$ cat src/rtl/screen_tx.sv
// UART-style transmitter for the RS485 screen link: start, 8 data LSB first, parity/stop2, stop.
// Drives the transceiver driver-enable with lead/lag guard times; accepts chained bytes during LAG.
module screen_tx #(
  parameter int unsigned CLKS_PER_BIT = 246,
  parameter int unsigned DE_LEAD_CLKS = 16,
  parameter int unsigned DE_LAG_CLKS  = 16,
  parameter bit          PARITY_EN    = 1'b1,
  parameter bit          PARITY_ODD   = 1'b0
) (
  input  logic       clk_29491200Hz,
  input  logic       rst_n,
  input  logic [7:0] tx_data,
  input  logic       tx_valid,
  output logic       tx_ready,
  output logic       tx_out,
  output logic       de,
  output logic       busy,
  output logic       tx_done
);

  typedef enum logic [1:0] {IDLE, LEAD, SHIFT, LAG} state_t;

  localparam logic [15:0] BIT_LAST  = 16'(CLKS_PER_BIT - 1);
  localparam logic [15:0] LEAD_LAST = 16'(DE_LEAD_CLKS - 1);
  localparam logic [15:0] LAG_LAST  = 16'(DE_LAG_CLKS - 1);
  localparam logic [3:0]  STOP_IDX  = 4'd10;

  state_t      state, state_nxt;
  logic [15:0] clk_cnt, clk_cnt_nxt;
  logic [3:0]  bit_idx, bit_idx_nxt;
  logic [10:0] frame, frame_nxt;
  logic        tx_out_nxt, de_nxt, done_nxt;
  logic        accept;

  // Whole frame built at accept so SHIFT only has to index it.
  function automatic logic [10:0] build_frame(input logic [7:0] d);
    logic par;
    par = PARITY_EN ? ((^d) ^ PARITY_ODD) : 1'b1;
    return {1'b1, par, d, 1'b0};
  endfunction

  assign tx_ready = (state == IDLE) || (state == LAG);
  assign accept   = tx_valid && tx_ready;
  assign busy     = (state != IDLE);

  always_comb begin
    state_nxt   = state;
    clk_cnt_nxt = clk_cnt;
    bit_idx_nxt = bit_idx;
    frame_nxt   = frame;
    tx_out_nxt  = 1'b1;
    de_nxt      = 1'b1;
    done_nxt    = 1'b0;
    case (state)
      IDLE: begin
        de_nxt = 1'b0;
        if (accept) begin
          state_nxt   = LEAD;
          clk_cnt_nxt = '0;
          frame_nxt   = build_frame(tx_data);
          de_nxt      = 1'b1;
        end
      end
      LEAD: begin
        if (clk_cnt == LEAD_LAST) begin
          state_nxt   = SHIFT;
          clk_cnt_nxt = '0;
          bit_idx_nxt = '0;
          tx_out_nxt  = frame[0];
        end else begin
          clk_cnt_nxt = clk_cnt + 16'd1;
        end
      end
      SHIFT: begin
        tx_out_nxt = frame[bit_idx];
        if (clk_cnt == BIT_LAST) begin
          clk_cnt_nxt = '0;
          if (bit_idx == STOP_IDX) begin
            state_nxt  = LAG;
            done_nxt   = 1'b1;
            tx_out_nxt = 1'b1;
          end else begin
            bit_idx_nxt = bit_idx + 4'd1;
            tx_out_nxt  = frame[bit_idx + 4'd1];
          end
        end else begin
          clk_cnt_nxt = clk_cnt + 16'd1;
        end
      end
      LAG: begin
        // A chained byte wins over the lag timeout, so de never drops between frames.
        if (accept) begin
          state_nxt   = SHIFT;
          clk_cnt_nxt = '0;
          bit_idx_nxt = '0;
          frame_nxt   = build_frame(tx_data);
          tx_out_nxt  = 1'b0;
        end else if (clk_cnt == LAG_LAST) begin
          state_nxt   = IDLE;
          clk_cnt_nxt = '0;
          de_nxt      = 1'b0;
        end else begin
          clk_cnt_nxt = clk_cnt + 16'd1;
        end
      end
      default: begin
        state_nxt = IDLE;
        de_nxt    = 1'b0;
      end
    endcase
  end

  always_ff @(posedge clk_29491200Hz or negedge rst_n) begin
    if (!rst_n) begin
      state   <= IDLE;
      clk_cnt <= '0;
      bit_idx <= '0;
      frame   <= '0;
      tx_out  <= 1'b1;
      de      <= 1'b0;
      tx_done <= 1'b0;
    end else begin
      state   <= state_nxt;
      clk_cnt <= clk_cnt_nxt;
      bit_idx <= bit_idx_nxt;
      frame   <= frame_nxt;
      tx_out  <= tx_out_nxt;
      de      <= de_nxt;
      tx_done <= done_nxt;
    end
  end

endmodule
$ cat config.mk
export PLATFORM = sky130hd
export DESIGN_NAME = screen_tx
export DESIGN_NICKNAME = d
export VERILOG_FILES = /design/src/rtl/screen_tx.sv
export SDC_FILE = /design/constraint.sdc
export NUM_CORES = 1
export LEC_CHECK = 0
export BUFFER_PORTS_ARGS = -buffer_cell sky130_fd_sc_hd__buf_2
export CAP_MARGIN = 20
export CORE_ASPECT_RATIO = 2
export CORE_MARGIN = 2
export CORE_UTILIZATION = 42
export CTS_CLUSTER_SIZE = 25
export DETAILED_ROUTE_END_ITERATION = 12
export PLACE_DENSITY = 0.68
export REMOVE_ABC_BUFFERS = 1
export SLEW_MARGIN = 20
export SYNTH_ARGS = -nofsm -noshare
export SYNTH_HDL_FRONTEND = slang
export SYNTH_SLANG_ARGS = --single-unit
$ cat constraint.sdc
create_clock -name clk_29491200Hz -period 2.7 [get_ports clk_29491200Hz]
set_input_delay 0.27 -clock clk_29491200Hz [delete_from_list [all_inputs] [get_ports clk_29491200Hz]]
set_output_delay 0.27 -clock clk_29491200Hz [all_outputs]
set_load 0.02 [all_outputs]
# == Yosys cells after proc, flatten, opt, wreduce, memory -nomap -nowiden ==
# Cells that the tools add are included.
# Widths: inputs -> output; s select.
# totals
reg_bits,35
word_cells,66
in_bits,11
# op_classes
n_lt_le_gt_ge,2
addsub,2
reduce_logical,10
eq_ne,13
n_mux,32
# op_table
operator,count
$mux 16,4
$pmux 16 s4,1
$add 16x1->16 const B,1
$eq 16x4->1 const B,1
$eq 16x8->1 const B,1
$mux 4,4
$mux 2,6
$ne 2x2->1 const B,6
$pmux 4 s3,1
$mux 1,11
$lt 4x5->1 const B,2
$reduce_and 5->1,2
$bmux 1 s4,2
$pmux 2 s4,1
$reduce_xor 8->1,1
$add 4x1->4 const B,1
$eq 2x2->1 const B,2
$eq 4x4->1 const B,1
$ne 3x2->1 const B,1
$pmux 1 s3,1
$reduce_bool 3->1,1
$eq 2x1->1 const B,1
$logic_not 2->1,1
$pmux 1 s2,1
5 further kinds,5

# == Longest topological paths before layout ==
# logic_depth
ltp_word,6
mapped_depth,9
depth_no_buf,7

# == Least setup slack after synthesis ==
# No wires, ideal clock.
# synth_timing
path_kind,register to register
start,register bit_idx[0]
end,register tx_out
t_required_ns,2.616
path_buffers,2
arrival_ns,2.458
setup_slack_ns,0.158
setup_time_ns,0.084
path_stages_with_launch,10
cell_sequence,dfrtp_1 > clkbuf_1 > inv_1 > ha_1 > clkbuf_1 > mux2i_1 > o221ai_1 > mux2_2 > a211o_1 > a311o_1
# synth_between
elab_chain_cells,6
# synth_lines
item,line_no,rtl
start: declaration,30,"logic [3:0] bit_idx, bit_idx_nxt;"
start signal: assignment,125,bit_idx <= bit_idx_nxt;
$add 4x1->4,84,tx_out_nxt = frame[bit_idx + 4'd1];
$bmux 1 s4,84,
$mux 1 (not written as such),84,
$mux 1,78,if (bit_idx == STOP_IDX) begin
$mux 1 (*),76,if (clk_cnt == BIT_LAST) begin
$pmux 1 s3 (*),54,case (state)
net tx_out_nxt,32,"logic tx_out_nxt, de_nxt, done_nxt;"
end signal: assignment,127,tx_out <= tx_out_nxt;
end: declaration,15,"output logic tx_out,"
# Mark *: on every way through the listed nets, which the timed path passes. The rest lies on a longest branch. The select of a mux whose other input is x is not followed.
# A chain may end at the register's enable or synchronous reset.

# == Worst setup path after layout ==
# layout_timing
start,register clk_cnt[9]
end,register bit_idx[2]
# layout_between
elab_chain_cells,3
# layout_lines
item,line_no,rtl
start: declaration,29,"logic [15:0] clk_cnt, clk_cnt_nxt;"
start signal: assignment,124,clk_cnt <= clk_cnt_nxt;
$eq 16x8->1 or $eq 16x4->1 (tied branches),"76, 65",
$ne 2x2->1 (no line),--,
$reduce_and 5->1 (no line) (*),--,
# Mark *: on every way between the ends. The rest lies on a longest branch, timed or not.

==> flow_summary.json <==
{
  "yosysWarnings": 0,
  "cp.buffers_inverters": 0,
  "area_growth_pct": 10.5,
  "grt_start_max_net_pins": 36,
  "ys_types": 53,
  "p_leak_nw": 1.07,
  "yosysTopAreaCell": "dfrtp_1",
  "finClkSkew_ns": 0.00736,
  "start_util": 0.431,
  "endpoint_kind": "flop",
  "drive_above_1_share": 0.163,
  "synthMuxAreaShare": 0.0485,
  "cp_max_fo": 8,
  "cts-htree-levels": 2,
  "grt_antenna_before_repair": 0,
  "dominantRegCellSynth": "dfrtp_1",
  "grt_pass1_wl_um": 8520,
  "die_y_um": 106,
  "post_cts_resized": 0,
  "synth-simple-area-share": 0.229,
  "regToRegEndpoint": "bit_idx[2]",
  "vias": 1879,
  "period_share": 0.890,
  "ant_nets": 0,
  "ios": 16,
  "crit_chain": "or4_4 -> or4_4 -> a21o_1 -> a211o_1 -> a21o_1",
  "grtUsageTotal": 0.205,
  "hpwlAfterDp_um": 3950,
  "dpl_cell_area_mm2": 0.00233,
  "die_x_um": 55.1,
  "dp.cells": 308,
  "first_pass_iters": 4,
  "ctsHoldBuffers": 0,
  "cts_buffer_depth": 2,
  "synth.top_cell.area_share": 0.388,
  "wl_per_cell_um": 16.6,
  "synth_async_sr_flop_share": 1.00,
  "postRouteWirelength_um": 5240,
  "multi_input_area_mm2": 0.00120,
  "power_w": 0.00219,
  "crit_family": "simple AND/OR/NAND/NOR gates",
  "tightest_slew_ns": 0.823,
  "finalMaxSlewViolations": 0,
  "cts_sinks": 35,
  "grt_pass1_vias": 1872,
  "status": "finished, final reports clean",
  "p_clk_frac": 0.183,
  "p_int_w": 0.00125,
  "netlist_top_cells_area": "dfrtp_1 (39%), nand2_1 (6.8%), ha_1 (4.6%)",
  "drtIter0Drc": 31,
  "die-area_mm2": 0.00585,
  "seq_power_share": 0.342,
  "power_density_mw_per_mm2": 905,
  "cts_tree": "yes",
  "rsz0062_at_grt": "no",
  "synth_compound_area_frac": 0.182,
  "core_mm2": 0.00509,
  "cts_setup_buffers": 0,
  "reg2reg_slack_ns": 0.30,
  "drcViolationCount": 0,
  "required_ns": 2.89,
  "synth_area_mm2": 0.00219,
  "hp-class": "in -> async",
  "p_sw_frac": 0.431,
  "synth_fa_ha_area_frac": 0.0456,
  "numCtsBuffers": 5,
  "cap_violations": 0,
  "regArea_um2": 877,
  "yosysSeqAreaShare": 0.400,
  "ir_drop_mv": 0.439,
  "routed_via_density": 5.95,
  "fin_crit_ns": 2.40,
  "finalHoldViolations": 0,
  "layoutNonFillerInstCount": 316,
  "clk_latency_ns": 0.30,
  "stdcell_area_mm2": 0.00242,
  "place_congestion": 0.888,
  "p_sw_w": 0.000945,
  "slowest_stage": "or4_4",
  "n_antenna_cell": 0,
  "critical_path_class": "reg -> reg",
  "ys_ff_latch": 35,
  "io_buffers": 15,
  "synth_area_per_cell_um2": 9.18,
  "rr_startpoint": "clk_cnt[9]",
  "rr_worst_depth": 5,
  "start_kind": "flop",
  "synth-edff-count": 0,
  "synth_xor_area_frac": 0.0399,
  "grt-ovfl-total": 0,
  "clock-root-buffer": "clkbuf_8",
  "setup_viol": 0,
  "syn_inst": 239,
  "synth_top_family_by_area": "simple AND/OR/NAND/NOR gates",
  "fin_nets": 276,
  "slew_headroom": 0.451,
  "tns_ns": 0,
  "combPwrFrac": 0.474,
  "rows": 37,
  "timing.fmax_ghz": 0.416,
  "slowest_delay_ns": 0.55,
  "fillerInstances": 502,
  "clk_pin_slew_worst_paths_ns": 0.07,
  "cp.arrival_ns": 2.59
}
==> cells by family (layout without fill, tap and decap cells) <==
logic type,after synthesis,after routing
AOI/OAI and AO/OA,55,55
xor gates and xnor gates,10,10
adders and majority gates,8,8
buffers and inverters,26,45
DFF,35,35
muxes,8,8
and+or+nand+nor,97,97
==> worst max path at each step <==
stage	depth (start not counted)	to	slack [ns]	from
finish	5	bit_idx[2]	0.30	clk_cnt[9]
global route	7	tx_out	0.22	bit_idx[0]
CTS	5	bit_idx[2]	0.30	clk_cnt[12]
detailed placement	5	tx_out	0.30	clk_cnt[12]
global placement	5	tx_out	0.32	clk_cnt[9]
floorplan	7	state[0]	0.39	state[0]
==> cells in the mapped netlist, drive strengths merged, types with 2 or more instances <==
library cell,count
a21o,5
nor2,9
nor4,3
nand4,5
mux4,2
nor2b,4
o2bb2ai,3
a211o,2
dfrtp,34
or3,2
or2,3
clkbuf,8
buf,4
nand2b,5
a21oi,2
nand3,11
or4,5
inv,13
nand4b,2
nor3,3
nand2,40
a32oi,2
mux2i,5
nand3b,2
o22ai,2
xnor2,9
a31oi,14
o21ai,8
o211ai,5
ha,8
==> power groups by stage <==
stage	Clock, W	Sequential [W]	Combinational [W]
after floorplan	0	0.000749	0.000718
after global placement	0	0.000762	0.00102
after detailed placement	0	0.000763	0.00104
after CTS	0.000413	0.000754	0.00105
after global routing	0.000438	0.000769	0.00115
final	0.000402	0.000751	0.00104
==> flip-flops by register name (all words and copies together) (netlist names) <==
name	count
clk_cnt	16
frame	10
bit_idx	4
state	2
de	1
tx_done	1
tx_out	1
==> final cells by class <==
class	count	area share
Multi-Input combinational cell	178	0.493
Clock buffer	7	0.0356
Inverter	14	0.0217
Tap cell	58	0.0299
Sequential cell	35	0.362
Timing Repair Buffer	23	0.0557
Clock inverter	1	0.00206
==> metrics by stage <==
| stage | hold WS, ns | util | setup WS, ns |
|---|---|---|---|
| final | 0.0598 | 0.476 | 0.298 |
| after global routing | 0.112 | 0.476 | 0.218 |
| after floorplan | -0.0256 | - | 0.395 |
| after detailed placement | 0.410 | 0.458 | 0.302 |
| after global placement | 0.400 | 0.458 | 0.320 |
| after CTS | 0.0783 | 0.476 | 0.297 |
==> per-layer routing <==
layer | vias to the layer above | wire, um | GRT usage
met5 | - | 0 | 0
met4 | 0 | 298 | 0.138
met3 | 21 | 126 | 0.0449
met2 | 40 | 2920 | 0.366
met1 | 912 | 1890 | 0.189
li1 | 906 | - | -
==> cell usage in the layout, fill, tap and decap left out, types with 5 or more instances in the layout <==
cell,instances
a21o_1,5
a31oi_1,14
buf_2,15
buf_4,8
clkbuf_8,6
dfrtp_1,34
ha_1,8
inv_1,13
mux2i_1,5
nand2_1,40
nand3_1,11
nand4_1,5
nor2_1,9
o211ai_1,5
o21ai_0,7
xnor2_1,9
Note: power is estimated with default switching activity, not from simulation.
